--- config.mk ---
export PLATFORM = sky130hd
export DESIGN_NAME = program_loader_flat
export DESIGN_NICKNAME = d
export VERILOG_FILES = /design/src/rtl/program_loader_pkg.sv /design/src/rtl/program_loader_if.sv /design/src/rtl/program_loader_byte_packer.sv /design/src/rtl/program_loader.sv /design/src/flat_wrapper.sv
export SDC_FILE = /design/constraint.sdc
export NUM_CORES = 1
export LEC_CHECK = 0
export ABC_CLOCK_PERIOD_IN_PS = 3200
export CORE_MARGIN = 1.5
export CORE_UTILIZATION = 53
export CTS_CLUSTER_DIAMETER = 30
export DETAILED_ROUTE_END_ITERATION = 6
export GPL_ROUTABILITY_DRIVEN = 0
export HOLD_SLACK_MARGIN = 0.02
export PLACE_DENSITY = 0.8
export SYNTH_ARGS = -nofsm -noshare
export SYNTH_HDL_FRONTEND = slang
export SYNTH_HIERARCHICAL = 1
export SYNTH_SLANG_ARGS = --single-unit
--- constraint.sdc ---
create_clock -name clk -period 3.2 [get_ports clk]
set_clock_uncertainty 0.05 [all_clocks]
set_input_delay 0.48 -clock clk [delete_from_list [all_inputs] [get_ports clk]]
set_output_delay 0.48 -clock clk [all_outputs]
set_load 0.02 [all_outputs]
--- src/rtl/program_loader_pkg.sv ---
`default_nettype none
// ============================================================================
// Module      : program_loader_pkg
// Description : Shared state encoding, RAM direction codes and helpers for
//               the instruction-RAM program loader.
// Revision    : 1.0 - initial release
// ============================================================================
package program_loader_pkg;

    localparam int STATE_W = 3;

    localparam logic [STATE_W-1:0] IDLE  = 3'd0;
    localparam logic [STATE_W-1:0] RECV  = 3'd1;
    localparam logic [STATE_W-1:0] WRITE = 3'd2;
    localparam logic [STATE_W-1:0] CHECK = 3'd3;
    localparam logic [STATE_W-1:0] DONE  = 3'd4;

    localparam logic RAM_WRITE = 1'b0;
    localparam logic RAM_READ  = 1'b1;

    // States in which the byte stream is consumed.
    function automatic logic is_stream_state(input logic [STATE_W-1:0] s);
        return (s == RECV) || (s == CHECK);
    endfunction

endpackage
`default_nettype wire

--- src/rtl/program_loader_if.sv ---
`default_nettype none
// ============================================================================
// Module      : program_loader_if
// Description : Host byte stream, load control/status and RAM write port of
//               the program loader.
// Revision    : 1.0 - initial release
// ============================================================================
interface program_loader_if #(
    parameter int CNT_W = 9
) ();

    logic             start;
    logic [CNT_W-1:0] length;
    logic [7:0]       byte_in;
    logic             byte_valid;
    logic             byte_ready;
    logic             enable;
    logic             rw_ram;
    logic [31:0]      address_out;
    logic [31:0]      in_data;
    logic             cpu_hold;
    logic             busy;
    logic             done;
    logic             error;

    modport master (
        output start, length, byte_in, byte_valid,
        input  byte_ready, enable, rw_ram, address_out, in_data,
        input  cpu_hold, busy, done, error
    );

    modport slave (
        input  start, length, byte_in, byte_valid,
        output byte_ready, enable, rw_ram, address_out, in_data,
        output cpu_hold, busy, done, error
    );

endinterface
`default_nettype wire

--- src/rtl/program_loader_byte_packer.sv ---
`default_nettype none
// ============================================================================
// Module      : byte_packer
// Description : Big-endian byte-to-word packer; flags the word on its 4th byte.
// Revision    : 1.0 - initial release
// ============================================================================
module byte_packer (
    input  wire logic        clk,
    input  wire logic        reset,
    input  wire logic        clear,
    input  wire logic [7:0]  byte_in,
    input  wire logic        take,
    output logic      [31:0] word,
    output logic             word_valid
);

    logic [1:0]  r_pos;
    logic [31:0] r_shift;

    // The completed word is presented in the same cycle as its last byte.
    assign word       = {r_shift[23:0], byte_in};
    assign word_valid = take && (r_pos == 2'd3);

    always_ff @(posedge clk) begin
        if (reset || clear) begin
            r_pos   <= 2'd0;
            r_shift <= 32'd0;
        end else if (take) begin
            r_pos   <= r_pos + 2'd1;
            r_shift <= word;
        end
    end

endmodule
`default_nettype wire

--- src/rtl/program_loader.sv ---
`default_nettype none
// ============================================================================
// Module      : program_loader
// Description : Fills instruction RAM from a byte stream, verifies a trailing
//               XOR checksum and holds the CPU until a good image is loaded.
// Revision    : 1.0 - initial release
// ============================================================================
module program_loader
    import program_loader_pkg::*;
#(
    parameter logic [31:0] BASE_ADDR = 32'h0,
    parameter int          MAX_WORDS = 256,
    parameter int          CNT_W     = 9
) (
    input  wire logic       clk,
    input  wire logic       reset,
    program_loader_if.slave bus
);

    localparam logic [CNT_W-1:0] c_max_words = CNT_W'(MAX_WORDS);

    logic [STATE_W-1:0] r_state;
    logic [STATE_W-1:0] w_next_state;

    logic [CNT_W-1:0]   r_length;
    logic [CNT_W-1:0]   r_count;
    logic [31:0]        r_checksum;

    logic               r_enable;
    logic               r_rw_ram;
    logic [31:0]        r_address;
    logic [31:0]        r_in;
    logic               r_cpu_hold;
    logic               r_busy;
    logic               r_done;
    logic               r_error;

    logic               w_enable_d;
    logic               w_rw_ram_d;
    logic [31:0]        w_address_d;
    logic [31:0]        w_in_d;
    logic               w_cpu_hold_d;
    logic               w_busy_d;
    logic               w_done_d;
    logic               w_error_d;

    logic               w_ready;
    logic               w_take;
    logic               w_start;
    logic               w_len_bad;
    logic               w_last_word;
    logic [31:0]        w_pack_word;
    logic               w_pack_valid;

    assign w_ready     = is_stream_state(r_state);
    assign w_take      = bus.byte_valid && w_ready;
    assign w_start     = (r_state == IDLE) && bus.start;
    assign w_len_bad   = bus.length > c_max_words;
    assign w_last_word = (r_count + CNT_W'(1)) == r_length;

    byte_packer u_packer (
        .clk        (clk),
        .reset      (reset),
        .clear      (w_start),
        .byte_in    (bus.byte_in),
        .take       (w_take),
        .word       (w_pack_word),
        .word_valid (w_pack_valid)
    );

    always_ff @(posedge clk) begin
        if (reset) begin
            r_state <= IDLE;
        end else begin
            r_state <= w_next_state;
        end
    end

    always_comb begin
        w_next_state = r_state;
        case (r_state)
            IDLE: begin
                if (bus.start) begin
                    if (w_len_bad) begin
                        w_next_state = DONE;
                    end else if (bus.length == '0) begin
                        w_next_state = CHECK;
                    end else begin
                        w_next_state = RECV;
                    end
                end
            end
            RECV: begin
                if (w_pack_valid) begin
                    w_next_state = WRITE;
                end
            end
            WRITE: begin
                w_next_state = w_last_word ? CHECK : RECV;
            end
            CHECK: begin
                if (w_pack_valid) begin
                    w_next_state = DONE;
                end
            end
            DONE: begin
                w_next_state = IDLE;
            end
            default: begin
                w_next_state = IDLE;
            end
        endcase
    end

    // Next values of the registered outputs, keyed on the state being entered
    // so that every output lines up with the state it belongs to.
    always_comb begin
        w_enable_d   = (w_next_state == WRITE);
        w_rw_ram_d   = (w_next_state == WRITE) ? RAM_WRITE : RAM_READ;
        w_address_d  = r_address;
        w_in_d       = r_in;
        w_busy_d     = (w_next_state == RECV) || (w_next_state == WRITE) ||
                       (w_next_state == CHECK);
        w_done_d     = (w_next_state == DONE);
        w_error_d    = r_error;
        w_cpu_hold_d = r_cpu_hold;

        if (w_start) begin
            w_error_d    = w_len_bad;
            w_cpu_hold_d = 1'b1;
        end

        if ((r_state == RECV) && w_pack_valid) begin
            w_address_d = BASE_ADDR + {{(32-CNT_W){1'b0}}, r_count};
            w_in_d      = w_pack_word;
        end

        if ((r_state == CHECK) && w_pack_valid) begin
            w_error_d = (w_pack_word != r_checksum);
        end

        if (w_next_state == DONE) begin
            w_cpu_hold_d = w_error_d;
        end
    end

    always_ff @(posedge clk) begin
        if (reset) begin
            r_length   <= '0;
            r_count    <= '0;
            r_checksum <= 32'd0;
            r_enable   <= 1'b0;
            r_rw_ram   <= RAM_READ;
            r_address  <= 32'd0;
            r_in       <= 32'd0;
            r_cpu_hold <= 1'b1;
            r_busy     <= 1'b0;
            r_done     <= 1'b0;
            r_error    <= 1'b0;
        end else begin
            if (w_start) begin
                r_length   <= bus.length;
                r_count    <= '0;
                r_checksum <= 32'd0;
            end else if (r_state == WRITE) begin
                r_count    <= r_count + CNT_W'(1);
                r_checksum <= r_checksum ^ r_in;
            end
            r_enable   <= w_enable_d;
            r_rw_ram   <= w_rw_ram_d;
            r_address  <= w_address_d;
            r_in       <= w_in_d;
            r_cpu_hold <= w_cpu_hold_d;
            r_busy     <= w_busy_d;
            r_done     <= w_done_d;
            r_error    <= w_error_d;
        end
    end

    assign bus.byte_ready  = w_ready;
    assign bus.enable      = r_enable;
    assign bus.rw_ram      = r_rw_ram;
    assign bus.address_out = r_address;
    assign bus.in_data     = r_in;
    assign bus.cpu_hold    = r_cpu_hold;
    assign bus.busy        = r_busy;
    assign bus.done        = r_done;
    assign bus.error       = r_error;

endmodule
`default_nettype wire

--- src/flat_wrapper.sv ---
// flat-port wrapper written by rule: the top's interface ports become plain ports
module program_loader_flat import program_loader_pkg::*;
#(
    parameter logic [31:0] BASE_ADDR = 32'h0,
    parameter int          MAX_WORDS = 256,
    parameter int          CNT_W     = 9
)
  (clk, reset, bus_start, bus_length, bus_byte_in, bus_byte_valid, bus_byte_ready, bus_enable, bus_rw_ram, bus_address_out, bus_in_data, bus_cpu_hold, bus_busy, bus_done, bus_error);
  program_loader_if #(.CNT_W(CNT_W)) bus_i ();
  input  wire logic clk;
  input  wire logic reset;
  input wire logic [$bits(bus_i.start)-1:0] bus_start;
  input wire logic [$bits(bus_i.length)-1:0] bus_length;
  input wire logic [$bits(bus_i.byte_in)-1:0] bus_byte_in;
  input wire logic [$bits(bus_i.byte_valid)-1:0] bus_byte_valid;
  output wire logic [$bits(bus_i.byte_ready)-1:0] bus_byte_ready;
  output wire logic [$bits(bus_i.enable)-1:0] bus_enable;
  output wire logic [$bits(bus_i.rw_ram)-1:0] bus_rw_ram;
  output wire logic [$bits(bus_i.address_out)-1:0] bus_address_out;
  output wire logic [$bits(bus_i.in_data)-1:0] bus_in_data;
  output wire logic [$bits(bus_i.cpu_hold)-1:0] bus_cpu_hold;
  output wire logic [$bits(bus_i.busy)-1:0] bus_busy;
  output wire logic [$bits(bus_i.done)-1:0] bus_done;
  output wire logic [$bits(bus_i.error)-1:0] bus_error;
  assign bus_i.start = bus_start;
  assign bus_i.length = bus_length;
  assign bus_i.byte_in = bus_byte_in;
  assign bus_i.byte_valid = bus_byte_valid;
  assign bus_byte_ready = bus_i.byte_ready;
  assign bus_enable = bus_i.enable;
  assign bus_rw_ram = bus_i.rw_ram;
  assign bus_address_out = bus_i.address_out;
  assign bus_in_data = bus_i.in_data;
  assign bus_cpu_hold = bus_i.cpu_hold;
  assign bus_busy = bus_i.busy;
  assign bus_done = bus_i.done;
  assign bus_error = bus_i.error;
  program_loader #(.BASE_ADDR(BASE_ADDR), .MAX_WORDS(MAX_WORDS), .CNT_W(CNT_W)) u_core (.clk(clk), .reset(reset), .bus(bus_i));
endmodule
==> results of run 1 <==
-- routing by layer --
metal | wire, um | vias to the layer above | share of wire
met4 | 366 | 0 | 0.029
met2 | 6110 | 153 | 0.48
met1 | 5480 | 2024 | 0.43
met5 | 0 | - | 0
met3 | 738 | 28 | 0.058
li1 | - | 2106 | -
-- placed cells by master, fill, tap and decap left out, types with 4 or more instances in the layout --
cell type,Yosys,final
a21oi_1,58,58
buf_4,33,8
bufinv_16,0,6
clkbuf_16,0,16
clkdlybuf4s50_1,0,67
conb_1,1,23
dfxtp_1,126,126
inv_1,4,4
mux2i_1,25,25
nand2_1,141,141
nand3_1,6,6
nand4_1,4,4
nor2_1,67,67
nor4_1,12,12
o21ai_0,7,7
xnor2_1,13,13
xor2_1,69,69
-- power by group --
group	switching, mW	internal (mW)	total (mW)
clock	0.702	1.43	2.13
sequential	0.0124	1.58	1.60
combinational	0.116	0.0621	0.178
total	0.830	3.07	3.90
-- cell type report --
type | instances | area, um^2
Tap cell | 133 | 166
Clock inverter | 14 | 239
Multi-Input combinational cell | 460 | 2580
Inverter | 4 | 15.0
Fill cell | 779 | 3190
Sequential cell | 126 | 2520
Clock buffer | 18 | 418
Timing Repair Buffer | 76 | 736
-- per-stage QoR --
stage	hold WS [ns]	util	setup WS, ns	total power, mW	std cells
after floorplan	0.362	-	0.744	1.78	656
after global placement	0.394	0.610	0.654	1.80	799
after detailed placement	0.404	0.610	0.590	1.80	799
after CTS	0.227	0.677	0.785	3.92	831
after global routing	0.238	0.677	0.671	4.01	831
final	0.246	0.677	0.794	3.90	831
-- sequential cells by signal, summed over array words and instances (netlist names) --
name                     flops
u_core/bus.in_data          32
u_core/r_checksum           32
u_core/u_packer/r_shift     24
u_core/bus.address_out       9
u_core/r_count               9
u_core/r_length              9
u_core/r_state               3
u_core/u_packer/r_pos        2
u_core/bus.busy              1
u_core/bus.cpu_hold          1
u_core/bus.done              1
u_core/bus.enable            1
u_core/bus.error             1
u_core/bus.rw_ram            1
-- worst max-delay path, stage by stage, from the launching register on --
cell	delay, ns
dfxtp_1	0.33
nand2b_1	0.22
inv_1	0.19
clkdlybuf4s50_1	0.63
-- logic make-up (layout without fill, tap and decap cells) --
| family | Yosys count | in the layout | share of synthesized area |
|---|---|---|---|
| simple gates | 253 | 253 | 0.197 |
| flops | 126 | 126 | 0.462 |
| xor+xnor | 84 | 84 | 0.138 |
| compound gates | 73 | 73 | 0.0706 |
| buf+inv | 70 | 112 | 0.0810 |
| mux | 25 | 25 | 0.0459 |
| fa+ha+maj | 2 | 2 | 0.00459 |
| other cells | 1 | 23 | 0.000687 |
-- worst max path at each step --
stage | from | endpoint | slack (ns) | depth (start not counted)
floorplan | u_core/r_state[2] | u_core/bus.address_out[0] | 0.74 | 11
global placement | bus_start | u_core/r_checksum[21] | 0.65 | 6
detailed placement | bus_start | u_core/r_checksum[17] | 0.59 | 6
CTS | u_core/r_state[2] | bus_byte_ready | 0.78 | 3
global route | u_core/r_count[0] | u_core/bus.rw_ram | 0.67 | 7
finish | u_core/r_state[2] | bus_byte_ready | 0.79 | 3
==> impl_metrics.yaml, run 1 <==
synthesis:
  ys_seq_elements: 126
  synth_area_leaders: "dfxtp_1 (46%), xor2_1 (11%), nand2_1 (9.7%)"
  synthDistinctLibCells: 39
  yosysSeqAreaShare: 0.462
  avgSynthCellArea_um2: 8.60
  synthFlopType: "dfxtp_1"
  synthTopCellsByCount: "nand2_1 (141), dfxtp_1 (126), xor2_1 (69), nor2_1 (67), a21oi_1 (58)"
  syn-cell-area_um2: 5460
  synth_largest_area_cell: "dfxtp_1"
  netlist.area_leader.share: 0.462
  yosysWarnings: 6
  synth_edf_count: 0
  synth.most_common_cell: "nand2_1"
  synthCells: 634
  async_reset_ff_frac: 0
sta:
  slew_violations: 0
  finalCritPeriodShare: 0.752
  tightestPinTransition_ns: 0.552
  relSlewSlack: 0.632
  setup_viol: 0
  final_hold_viol_count: 0
  fmax_ghz: 0.416
  layout_min_cycle_time_ns: 2.41
  rsz0062_at_grt: "no"
  fin_tns_setup_ns: 0
clocking:
  cts_sinks: 126
  holdBufCountCts: 0
  cts_made_buffers: 17
  path_clk_slew_ns: 0.06
  clock-root-buffer: "clkbuf_8"
  cts.htree.levels: 4
  cts_setup_buffers: 0
  clockBufferDepth: 2
  cts_resized: 0
  clock_latency_ns: 0.51
  cts_tree: "done"
run:
  drv_cap: 0
global_route:
  grtUsageTotal: 0.238
  grt.overflow.total: 0
  first_global_vias: 4286
  grt_pass1_wl_um: 20900
  grtUsageMet3: 0.0595
  grt_start_max_net_pins: 51
  top_usage_layer: "met2"
  met2_usage: 0.396
  grtUsageMet1: 0.289
  antenna_found_initial: 0
finish:
  drive_above_1_share: 0.0688
  fin_area_um2: 6680
  diodes: 0
  syn_to_final_growth_pct: 22.4
  nets: 708
min_path:
  hold_depth: 2
  hold_path_end: "u_core/r_state[0]"
  worstHoldStart: "reset"
  hold_path.class: "input port to flip-flop"
floorplanning:
  die_x_um: 104
  ios: 92
  die_area_um2: 10900
  coreArea_um2: 9860
  rows: 36
  start_util: 0.553
  die_h_um: 104
drt:
  wl_um: 12700
  drtIter0Drc: 201
  wl_per_cell_um: 15.3
  via_count: 4311
  drc: 0
  antenna_left: 0
  dr.pass1.iters: 5
  viasPerCell: 5.19
worst_setup_path:
  setup.worst_path.class: "flip-flop to primary output"
  required_ns: 2.67
  critPathArrivalTime_ns: 1.88
  reg2reg_depth: 7
  start_kind: "flip-flop"
  rrSetupSlack_ns: 0.83
  path_max_fanout: 5
  endpoint_kind: "primary output"
  r2r_start: "u_core/r_count[0]"
  reg2reg_to: "u_core/bus.rw_ram"
power:
  ir_drop_mv: 0.497
  p_per_area_nw_per_um2: 584
  leakage_nw: 2.52
outcome:
  status: "finished clean"
placement:
  hpwl_um: 8150
  dpl-instance-area_um2: 6020
  port_buffers: 68
Note: power is estimated with default switching activity, not from simulation.
==> inputs of run 2 (changes only) <==
- ABC_CLOCK_PERIOD_IN_PS: 3200 -> 2100
- CORE_UTILIZATION: 53 -> 48
- PLACE_DENSITY: 0.8 -> 0.76
- clock period: 3.2 -> 2.1 ns (I/O delays scaled with it)
==> impl_metrics.yaml, run 2 (synthesis results as in run 1) <==
outcome:
  status: "finished clean"
power:
  p_int_mw: 4.22
  switching_share: 0.237
  leakage_nw: 2.52
  switchingPower_mw: 1.31
  total_power_mw: 5.53
  ir_drop_mv: 0.463
  sequentialPowerShare: 0.440
  p_per_area_nw_per_um2: 821
  clockPowerShare: 0.506
  pwr-share-comb: 0.054
sta:
  final_hold_viol_count: 0
  finalCritPeriodShare: 0.968
  setup_viol: 0
  layout_setup_ws_ns: 0.0674
  fmax_ghz: 0.492
  slew_violations: 0
  relSlewSlack: 0.618
  rsz0062_at_grt: "no"
  layout_min_cycle_time_ns: 2.03
  tightestPinTransition_ns: 0.568
min_path:
  hold_path.class: "input port to flip-flop"
  worstHoldStart: "reset"
floorplanning:
  die_x_um: 110
  die_area_um2: 12000
  coreArea_um2: 11000
  rows: 38
  start_util: 0.497
  ios: 92
  die_h_um: 110
clocking:
  clock_latency_ns: 0.42
  cts_sinks: 126
  cts_made_buffers: 17
  cts_tree: "done"
  path_clk_slew_ns: 0.06
  clockBufferDepth: 2
  cts_setup_buffers: 0
  clock-root-buffer: "clkbuf_16"
  cts.htree.levels: 4
drt:
  antenna_left: 0
  via_count: 4508
  wl_per_cell_um: 15.9
  wl_um: 13500
  drtIter0Drc: 330
  viasPerCell: 5.31
  drc: 0
  dr.pass1.iters: 5
finish:
  fin_cells: 849
  final_cell_mix: "nand2_1 (141), dfxtp_1 (125), xor2_1 (69), clkdlybuf4s50_1 (67), nor2_1 (67)"
  nets: 719
  diodes: 0
  layout_commonest_cell: "nand2_1"
  syn_to_final_growth_pct: 23.5
  drive_above_1_share: 0.0889
  post-route-util: 0.613
  fin_area_um2: 6740
worst_setup_path:
  endpoint_kind: "flip-flop"
  path_max_fanout: 7
  required_ns: 2.34
  r2r_start: "u_core/r_count[2]"
  start_kind: "flip-flop"
  critPathArrivalTime_ns: 2.27
  startpoint: "u_core/r_count[2]"
  setup.worst_path.class: "flip-flop to flip-flop"
global_route:
  grt.overflow.total: 0
  antenna_found_initial: 0
  grt_start_max_net_pins: 42
  grtUsageTotal: 0.239
  grt_pass1_wl_um: 21500
  first_global_vias: 4489
placement:
  hpwl_um: 8840
  place_inst: 817
  dpl_worst_slack_ns: -0.154
  port_buffers: 68
  dpl-instance-area_um2: 6170
run:
  drv_cap: 0
[run 2: changes by cell type in the layout (fill, tap and decap cells not counted), sizes merged]
cell	previous run	this run
buf	9	20
bufinv	6	1
clkinvlp	0	4
clkbuf	18	20
clkinv	6	4
inv	6	7
[run 2: layer usage]
| metal | part of all wire | global-route usage | vias up |
|---|---|---|---|
| met5 | 0 | 0 | - |
| met4 | 0.030 | 0.113 | 0 |
| met3 | 0.064 | 0.0652 | 38 |
| met2 | 0.50 | 0.411 | 198 |
| met1 | 0.41 | 0.273 | 2148 |
| li1 | - | - | 2124 |
[run 2: area by class of cell]
class / count / area [um^2]
tap: 140 / 175
inverter: 4 / 20.0
multi-input combinational: 460 / 2590
sequential: 126 / 2520
fill: 919 / 4250
clock buffer: 20 / 457
clock inverter: 12 / 110
timing repair buffer: 87 / 856
[run 2: per-stage QoR]
step           hold WS [ns]  setup TNS (ns)
6_report              0.262               0
5_1_grt               0.269               0
4_1_cts               0.252               0
3_5_place_dp          0.376          -0.288
3_3_place_gp          0.375          -0.208
2_1_floorplan         0.354         -0.0674
[run 2: final timing paths]
check / end / slack (ns) / cells past startpoint
max reg2reg: u_core/bus.rw_ram / 0.07 / 6
min: u_core/bus.rw_ram / 0.26 / 3
min reg2reg: u_core/bus.busy / 0.39 / 1
max: u_core/bus.rw_ram / 0.07 / 6
[run 2: power by group through the flow]
stage / combinational [mW] / clock, mW / sequential [mW]
2_1_floorplan: 0.235 / 0 / 2.48
3_3_place_gp: 0.288 / 0 / 2.48
3_5_place_dp: 0.293 / 0 / 2.48
4_1_cts: 0.297 / 2.82 / 2.43
5_1_grt: 0.322 / 2.95 / 2.43
6_report: 0.299 / 2.80 / 2.43
[run 2: worst max-delay path, cell delays in order (launching register included)]
cell and delay [ns]:
dfxtp_1 0.53, nand3_4 0.16, xnor2_1 0.25, nand4_1 0.16, nor3_1 0.21, a31oi_1 0.12, or4_1 0.42
[run 2: what timing repair did]
action                                  4_1_cts  5_1_grt
hold buffers                                  0        0
resized for setup                             0        1
hold endpoints to repair                      0        0
endpoints found under the setup margin        0        2
